### src/rtl/bit_stuffer_if.sv
// rtl/bit_stuffer_if.sv - serial bit stream bundle between encoder, stuffer and NRZI encoder
interface bit_stuffer_if;
  logic s_in;
  logic in_valid;
  logic in_ready;
  logic start_stuffer;
  logic end_stuffer;
  logic s_out;
  logic out_valid;
  logic start_nrzi;
  logic end_nrzi;
  logic underrun;

  modport slave (
    input  s_in, in_valid, start_stuffer, end_stuffer,
    output in_ready, s_out, out_valid, start_nrzi, end_nrzi, underrun
  );

  modport master (
    output s_in, in_valid, start_stuffer, end_stuffer,
    input  in_ready, s_out, out_valid, start_nrzi, end_nrzi, underrun
  );
endinterface

### src/rtl/bit_stuffer.sv
// rtl/bit_stuffer.sv - USB TX bit stuffer: inserts a 0 after every RUN_LEN consecutive 1s
module bit_stuffer #(
  parameter int RUN_LEN = 6,
  parameter int CNT_W   = 3
) (
  input  logic         clk,
  input  logic         rst,
  bit_stuffer_if.slave bus
);

  typedef enum logic [1:0] {IDLE = 2'd0, SEND = 2'd1, STUFF = 2'd2} state_t;

  state_t             state, state_nxt;
  logic [CNT_W-1:0]   ones, ones_upd, ones_nxt;
  logic               pend_end, pend_end_nxt;
  logic               s_out_nxt, out_valid_nxt, start_nrzi_nxt, end_nrzi_nxt, underrun_nxt;
  logic               run_done;

  assign ones_upd = bus.s_in ? ones + CNT_W'(1) : '0;
  assign run_done = (ones_upd == CNT_W'(RUN_LEN));

  always_ff @(posedge clk or posedge rst) begin
    if (rst) begin
      state          <= IDLE;
      ones           <= '0;
      pend_end       <= 1'b0;
      bus.s_out      <= 1'b0;
      bus.out_valid  <= 1'b0;
      bus.start_nrzi <= 1'b0;
      bus.end_nrzi   <= 1'b0;
      bus.underrun   <= 1'b0;
    end else begin
      state          <= state_nxt;
      ones           <= ones_nxt;
      pend_end       <= pend_end_nxt;
      bus.s_out      <= s_out_nxt;
      bus.out_valid  <= out_valid_nxt;
      bus.start_nrzi <= start_nrzi_nxt;
      bus.end_nrzi   <= end_nrzi_nxt;
      bus.underrun   <= underrun_nxt;
    end
  end

  always_comb begin
    state_nxt    = state;
    ones_nxt     = ones;
    pend_end_nxt = pend_end;
    case (state)
      IDLE: begin
        if (bus.in_valid && bus.start_stuffer) begin
          ones_nxt = ones_upd;
          if (run_done) begin
            state_nxt    = STUFF;
            pend_end_nxt = bus.end_stuffer;
          end else if (bus.end_stuffer) begin
            ones_nxt = '0;
          end else begin
            state_nxt = SEND;
          end
        end
      end
      SEND: begin
        if (bus.in_valid) begin
          ones_nxt = ones_upd;
          if (run_done) begin
            state_nxt    = STUFF;
            pend_end_nxt = bus.end_stuffer;
          end else if (bus.end_stuffer) begin
            state_nxt = IDLE;
            ones_nxt  = '0;
          end
        end
      end
      STUFF: begin
        ones_nxt     = '0;
        pend_end_nxt = 1'b0;
        state_nxt    = pend_end ? IDLE : SEND;
      end
      default: begin
        state_nxt    = IDLE;
        ones_nxt     = '0;
        pend_end_nxt = 1'b0;
      end
    endcase
  end

  // Output values for the next cycle; the encoder stalls only while the stuffed 0 goes out.
  always_comb begin
    bus.in_ready   = (state != STUFF);
    s_out_nxt      = 1'b0;
    out_valid_nxt  = 1'b0;
    start_nrzi_nxt = 1'b0;
    end_nrzi_nxt   = 1'b0;
    underrun_nxt   = 1'b0;
    case (state)
      IDLE: begin
        if (bus.in_valid && bus.start_stuffer) begin
          s_out_nxt      = bus.s_in;
          out_valid_nxt  = 1'b1;
          start_nrzi_nxt = 1'b1;
          end_nrzi_nxt   = bus.end_stuffer && !run_done;
        end
      end
      SEND: begin
        if (bus.in_valid) begin
          s_out_nxt     = bus.s_in;
          out_valid_nxt = 1'b1;
          end_nrzi_nxt  = bus.end_stuffer && !run_done;
        end else begin
          underrun_nxt = 1'b1;
        end
      end
      STUFF: begin
        out_valid_nxt = 1'b1;
        end_nrzi_nxt  = pend_end;
      end
      default: ;
    endcase
  end

endmodule

### src/flat_wrapper.sv
// flat-port wrapper written by rule: the top's interface ports become plain ports
module bit_stuffer_flat 
#(
  parameter int RUN_LEN = 6,
  parameter int CNT_W   = 3
)
  (clk, rst, bus_s_in, bus_in_valid, bus_start_stuffer, bus_end_stuffer, bus_in_ready, bus_s_out, bus_out_valid, bus_start_nrzi, bus_end_nrzi, bus_underrun);
  bit_stuffer_if bus_i ();
  input  logic clk;
  input  logic rst;
  input wire logic [$bits(bus_i.s_in)-1:0] bus_s_in;
  input wire logic [$bits(bus_i.in_valid)-1:0] bus_in_valid;
  input wire logic [$bits(bus_i.start_stuffer)-1:0] bus_start_stuffer;
  input wire logic [$bits(bus_i.end_stuffer)-1:0] bus_end_stuffer;
  output wire logic [$bits(bus_i.in_ready)-1:0] bus_in_ready;
  output wire logic [$bits(bus_i.s_out)-1:0] bus_s_out;
  output wire logic [$bits(bus_i.out_valid)-1:0] bus_out_valid;
  output wire logic [$bits(bus_i.start_nrzi)-1:0] bus_start_nrzi;
  output wire logic [$bits(bus_i.end_nrzi)-1:0] bus_end_nrzi;
  output wire logic [$bits(bus_i.underrun)-1:0] bus_underrun;
  assign bus_i.s_in = bus_s_in;
  assign bus_i.in_valid = bus_in_valid;
  assign bus_i.start_stuffer = bus_start_stuffer;
  assign bus_i.end_stuffer = bus_end_stuffer;
  assign bus_in_ready = bus_i.in_ready;
  assign bus_s_out = bus_i.s_out;
  assign bus_out_valid = bus_i.out_valid;
  assign bus_start_nrzi = bus_i.start_nrzi;
  assign bus_end_nrzi = bus_i.end_nrzi;
  assign bus_underrun = bus_i.underrun;
  bit_stuffer #(.RUN_LEN(RUN_LEN), .CNT_W(CNT_W)) u_core (.clk(clk), .rst(rst), .bus(bus_i));
endmodule
### config.mk
export PLATFORM = sky130hd
export DESIGN_NAME = bit_stuffer_flat
export DESIGN_NICKNAME = d
export VERILOG_FILES = /design/src/rtl/bit_stuffer_if.sv /design/src/rtl/bit_stuffer.sv /design/src/flat_wrapper.sv
export SDC_FILE = /design/constraint.sdc
export NUM_CORES = 1
export LEC_CHECK = 0
export CAP_MARGIN = 20
export CORE_MARGIN = 4
export CORE_UTILIZATION = 29
export CTS_CLUSTER_DIAMETER = 30
export DETAILED_ROUTE_END_ITERATION = 6
export PLACE_DENSITY = 0.48
export RECOVER_POWER = 100
export SYNTH_ARGS = -nofsm -noshare
export SYNTH_HDL_FRONTEND = slang
export SYNTH_SLANG_ARGS = --single-unit
### constraint.sdc
create_clock -name clk -period 2 [get_ports clk]
set_clock_uncertainty 0.2 [all_clocks]
set_input_delay 0.4 -clock clk [delete_from_list [all_inputs] [get_ports clk]]
set_output_delay 0.4 -clock clk [all_outputs]
set_load 0.1 [all_outputs]
Word-level counts from Yosys, hierarchy flattened
Cells that the tools add are included.
{ "op_classes": {"n_addsub": 1, "n_eq_ne": 8, "n_mux": 30, "n_reduce_logical": 6} }
{ "op_table": {"columns": ["op", "n"], "rows": [
  ["3-bit 2-to-1 mux", 5],
  ["1-bit 2-to-1 mux", 13],
  ["2-bit 2-to-1 mux", 6],
  ["3-bit by 2-bit != test with 1-bit output, second input constant", 2],
  ["1-bit case mux with 3 select lines", 2],
  ["2-bit case mux with 3 select lines", 1],
  ["3-bit case mux with 2 select lines", 1],
  ["2-bit != test, second input constant", 2],
  ["1-bit case mux with 2 select lines", 2],
  ["4-bit AND reduction", 1],
  ["3-bit by 1-bit adder with 3-bit output, second input constant", 1],
  ["3-bit equality test, second input constant", 1],
  ["2-bit by 1-bit equality test with 1-bit output, second input constant", 1],
  ["2-bit equality test, second input constant", 1],
  ["1-bit logical AND", 2],
  ["2-bit logical NOT", 1],
  ["2-bit by 1-bit != test with 1-bit output, second input constant", 1],
  ["2-bit AND reduction", 1],
  ["1-bit logical NOT", 1]
]} }
{ "word_totals": {"reg_bits": 11, "out_inout_bits": 6, "wordCells": 53} }

Longest topological paths before layout
{ "depth": {"word_depth": 7, "mapped_depth": 4, "mapped_depth_nobuf": 4} }

Least setup slack after synthesis
OpenSTA, ideal clock, no wires.
{ "synth_timing": {"path_type": "register to register", "from": "reg u_core.state[1]", "to": "reg u_core.state[0]", "arrival_ns": 1.541, "required_time_ns": 1.673, "setup_slack_ns": 0.131, "stages_incl_launch_ff": 5, "synth_period_minus_slack_ns": 1.869, "path_cell_list": "dfrtp_1 -> buf_6 -> or2b_1 -> o21ba_2 -> o21ai_0"} }
{ "synth_via": {"elab_chain_len": 3, "elab_cells_between_ends": 9} }
{ "synth_rtl": {"columns": ["element", "line_no", "source"], "rows": [
  ["start: declaration", "bit_stuffer.sv:13", "state_t state, state_nxt;"],
  ["start signal: assignment", "bit_stuffer.sv:33", "state <= state_nxt;"],
  ["2-bit by 1-bit equality test with 1-bit output / 2-bit logical NOT (equally long branches)", "bit_stuffer.sv:48", "case (state)"],
  ["3-bit by 2-bit != test with 1-bit output (no line), or another cell as far along", null, null],
  ["4-bit AND reduction (no line)", null, null]
]} }
Several ways; a longest one is shown, not always the timed one.
A chain may end at the register's enable or synchronous reset.

Final worst setup path
{ "layout_timing": {"from": "reg u_core.state[1]", "to": "out bus_in_ready"} }
{ "layout_via": {"elab_chain_len": 1} }
{ "layout_rtl": {"columns": ["element", "line_no", "source"], "rows": [
  ["2-bit != test", "bit_stuffer.sv:89", "bus.in_ready = (state != STUFF);"],
  ["end: declaration", "flat_wrapper.sv:15", "output wire logic [$bits(bus_i.in_ready)-1:0] bus_in_ready;"]
]} }
Every way passes these cells.

==> reports/qor.txt <==
Synthesis-stage register bit count: 11
Largest net degree at the start of global routing: 12
Post-synthesis compound-gate area fraction: 14.49%
Die height: 50.97 um
Sequential cell area fraction in the yosys report: 51.40%
Combinational family with the most area after synthesis: simple AND/OR/NAND/NOR gates
Critical Path RT: 1.40 ns
Routed WL per cell: 12.87 um
Port Buffers: 11
PostCTS Resize Cnt: 0
TritonCTS clock tree: yes
Final min period: 1.865 ns
Antenna cell count: 0
Initial antenna violation count: 0
Fill cells: 175
Drt drc: 0
Setup tns final: 0 ns
Hold Path End: u_core.bus.start_nrzi$_DFF_PP0_
WP data arrival: 1.27 ns
R2r setup slk: 0.16 ns
H-tree depth: 1
Setup CP Type: register to output port
DIE WIDTH: 50.97 um
Max_slew headroom: 63.84%
Worst hold path type: register to register
Layout area overhead: 25.93%
Num ports: 12
Num rows: 15
Power per Cell Area: 774.7 nW/um2
CTS Buf Count: 3
Via Count: 427
Clk pin slew, worst setup/hold paths: 0.07 ns
Top post-synthesis cells by area: dfrtp_1 (51%), o2bb2ai_1 (3.3%), nor3_1 (2.8%), inv_1 (2.8%), nor3b_1 (2.8%)
Post CTS Setup Buffer Count: 0
Worst setup EP type: output port
Placed instance area: 743.2 um2
Yosys warnings: 0
Layout cells sized above 1: 21.88%
TritonRoute pass-1 iters: 4
RSZ-0062 raised after global routing: false
Design area: 674.4 um2
Post-synth EDFFs: 0
Mean area per synthesized cell: 11.16 um2
Number of routed nets with antenna violations: 0
Pin slew with the least headroom to its limit: 0.5447 ns
Syn_nets: 55
Max-slew violations: 0
Pleak: 0.2934 nW
Clk sink count: 11
Post-synthesis mux area share: 4.206%
Final WL: 1.145 mm
Worst r2r src: u_core.ones[0]$_DFFE_PP0P_
Max-cap violations: 0
Final Cycle Share: 93.27%
Post-CTS Hold Fix Bufs: 0
XOR/XNOR Fraction of Synth Area: 1.636%
Die ar.: 2598 um2
Worst R2R End: u_core.ones[1]$_DFFE_PP0P_
Asr flop ratio synth: 100.0%
Status: complete, no violations
Area leader, netlist: dfrtp_1
Post-Synth Adder-Cell Area: 2.336%
Number of global-route vias before repair: 437
Post-synth top flop: dfrtp_1
Final setup fails: 0
Peak VDD IR: 0.3128 mV
Worst skew pair latency: 0.27 ns
Critical Path Source Type: register
Unique masters post-synth: 28
DRT iter0 DRCs: 9
Clk root buf: clkbuf_4
Vias per cell: 4.798
Mapped Area: 535.5 um2
Syn Inst Count: 48
Final GP Congestion: 0.6812
Most frequent cells after synthesis: dfrtp_1 (11), inv_1 (4), nor3_1 (3)
Worst Hold Launch: u_core.state[0]$_DFFE_PP0P_
Final Hold Vio Count: 0
First-pass GRT wire length: 1.980 mm
Grt total ovfl: 0
Post-Synth Simple-Gate Area: 20.09%
WHS Path Cells: 1
Initial Util: 30.68%
Core ar.: 1745 um2
GRT Resource Usage Total: 10.39%
Proportion of netlist area held by the largest area contributor: 51.40%
Worst r2r path cells: 4
Nets: 72
CTS Buffer Depth: 2
Dpl hpwl: 842.6 um
Worst-path fanout max: 6
Most frequent cell after synthesis: dfrtp_1
Max Clk Rate: 536.1 MHz
[critical path, stage by stage (launching register included)]
cell	delay, ns
dfrtp_1	0.44
or2b_1	0.24
buf_4	0.31
[power breakdown]
| part | switching (mW) | internal, mW |
|---|---|---|
| logic | 0.0853 | 0.0359 |
| registers | 0.0113 | 0.239 |
| clock network | 0.0740 | 0.0773 |
[kinds of logic (layout without fill, tap and decap cells)]
family          count (synthesis)  in the layout
compound gates                 10             10
xor+xnor                        1              1
fa+ha+maj                       1              1
buf+inv                         6             22
flops                          11             11
mux                             2              2
simple gates                   17             17
[through the flow]
step | setup WS (ns) | hold WS (ns) | power [mW] | std cells | util, %
5_1_grt | 0.06280 | 0.3453 | 0.5463 | 89 | 38.64
2_1_floorplan | 0.1312 | 0.05244 | 0.3431 | 48 | -
4_1_cts | 0.1663 | 0.2335 | 0.5587 | 89 | 44.09
3_5_place_dp | 0.006590 | 0.2937 | 0.4028 | 85 | 42.58
6_report | 0.1345 | 0.3019 | 0.5224 | 89 | 38.64
3_3_place_gp | 0.01081 | 0.2845 | 0.4032 | 85 | 42.58
[cell type report]
| type | instances | area, um2 | area share (%) |
|---|---|---|---|
| Timing Repair Buffer | 14 | 97.59 | 14.47 |
| Tap cell | 25 | 31.28 | 4.638 |
| Multi-Input combinational cell | 31 | 229.0 | 33.95 |
| Inverter | 4 | 15.01 | 2.226 |
| Sequential cell | 11 | 275.3 | 40.82 |
| Clock buffer | 4 | 26.28 | 3.896 |
[layer usage]
layer	global-route usage [%]	wire length (um)	share of wire (%)	vias up
met3	3.499	35	3.1	2
met1	12.32	556	49	207
li1	-	-	-	204
met5	0	0	0	-
met2	16.52	536	47	14
met4	5.381	17	1.5	0
[worst max-delay path by stage]
stage	start	endpoint	slack (ns)	cells past startpoint
after global routing	u_core.state[1]$_DFFE_PP0P_	bus_in_ready	0.06	2
after CTS	u_core.state[1]$_DFFE_PP0P_	bus_in_ready	0.17	2
final	u_core.state[1]$_DFFE_PP0P_	bus_in_ready	0.13	2
after floorplan	u_core.state[1]$_DFFE_PP0P_	u_core.state[0]$_DFFE_PP0P_	0.13	4
after detailed placement	bus_in_valid	u_core.bus.end_nrzi$_DFF_PP0_	0.007	5
after global placement	bus_in_valid	u_core.bus.end_nrzi$_DFF_PP0_	0.01	5
[registers in the layout, summed over array words and instances, names as in the netlist]
signal / count
u_core.bus.end_nrzi: 1
u_core.bus.out_valid: 1
u_core.bus.s_out: 1
u_core.bus.start_nrzi: 1
u_core.bus.underrun: 1
u_core.ones: 3
u_core.pend_end: 1
u_core.state: 2
[placed cells by master, fill, tap and decap left out, types with 2 or more instances in the layout]
cell	synthesis	final
clkbuf_4	0	3
buf_4	0	2
inv_1	4	4
nor3b_1	2	2
nor3_1	3	3
nor2_1	2	2
dfrtp_1	11	11
clkbuf_2	0	5
clkdlybuf4s50_1	0	3
o21ai_0	2	2
dlygate4sd3_1	0	2
clkbuf_1	0	3
o2bb2ai_1	2	2
or2b_1	2	2
Power figures use the tool's default switching activity.
==> variant (same settings) <==
`CNT_W` is set to 3 in 2 places; all go to 6.
--- a/src/rtl/bit_stuffer.sv
+++ b/src/rtl/bit_stuffer.sv
@@ -2,5 +2,5 @@
 module bit_stuffer #(
   parameter int RUN_LEN = 6,
-  parameter int CNT_W   = 3
+  parameter int CNT_W   = 6
 ) (
   input  logic         clk,
--- a/src/flat_wrapper.sv
+++ b/src/flat_wrapper.sv
@@ -3,5 +3,5 @@
 #(
   parameter int RUN_LEN = 6,
-  parameter int CNT_W   = 3
+  parameter int CNT_W   = 6
 )
   (clk, rst, bus_s_in, bus_in_valid, bus_start_stuffer, bus_end_stuffer, bus_in_ready, bus_s_out, bus_out_valid, bus_start_nrzi, bus_end_nrzi, bus_underrun);
Function: no difference found for any inputs over 10 cycles, from zero or initial values and one cycle with rst high; that may be too few to reach the edited logic, so the function may still have changed.
==> variant against the unedited design <==
- die area up 28%
- worst setup slack improved by 0.030 ns
- count of clock-buffer cells in the layout fell by 1
- sequential cell count is 3 higher
- design area up 31%
- synthesized area is 33% higher
- wire length is 39% higher
- power rose by 12%
==> variant: results (changes against the unedited design) <==
status: "completed"
max_stage_delay_ns: 0.50  # +0.06 ns
nFlopsAndLatches: 14  # +3
critPathArrivalTime_ns: 1.24  # -0.03 ns
num-nonclk-inverters: 3  # -1
nNonClkBuffers: 17  # +3
syn_nets: 77  # +40%
routed-wl-met3_um: 81  # +130%
seq_area_share_pct: 39.5  # -1.3 points
gp_congestion: 0.879  # +29%
m1WireLength_um: 752  # +35%
seq_area_frac_synth_pct: 49.1  # -2.3 points
ys_types: 30  # +7.1%
use_met2_pct: 17.4  # +0.90 points
netlist_top_cells_count: "dfrtp_1, nor2_1, o21ai_0, nand2_1"
grt_use_met1_pct: 13.5  # +1.2 points
multi_input_area_um2: 335  # +46%
vias_per_cell: 5.22  # +8.8%
drt_iter0_markers: 16  # +7
ir_drop_v: 0.000387  # +24%
grt_start_max_net_pins: 15  # +3
dp_slack_ns: -0.0159  # -0.0225 ns
reg2reg_to: "u_core.ones[2]"
nMultiInputCombCells: 52  # +68%
hp-start: "u_core.ones[5]"
tightest_slew_ns: 0.565  # +0.0202 ns
buf_share_pct: 14.8  # +0.36 points
min_to: "u_core.ones[5]"
nets: 98  # +36%
[variant: changes by cell type after synthesis, moves of 3 or more]
cell and delta:
o21ai_0 +5, nor3_1 -3, dfrtp_1 +3, nor2_1 +5, nand2_1 +5
[variant: kinds of logic after synthesis]
kind of cell | after synthesis | synth area share, %
AO/OA/AOI/OAI | 20 | 19.6
XOR/XNOR | 3 | 3.68
buffers and inverters | 4 | 3.16
flip-flops | 14 | 49.1
adder cells (fa/ha/maj) | 1 | 1.75
AND/OR/NAND/NOR | 28 | 22.6
[variant: through the flow]
stage	TNS [ns]	hold WS (ns)	std cells	area (µm²)	util, %
6_report	0	0.332	117	886	38.9
5_1_grt	0	0.384	117	886	38.9
4_1_cts	0	0.291	117	975	42.8
3_5_place_dp	-0.0159	0.318	114	952	41.8
3_3_place_gp	-0.0241	0.312	114	952	41.8
2_1_floorplan	0	0.0892	70	713	-
[variant: where the power goes]
group | switching, µW | internal [µW]
combinational | 84.1 | 37.2
clock | 92.2 | 69.9
sequential | 8.37 | 295
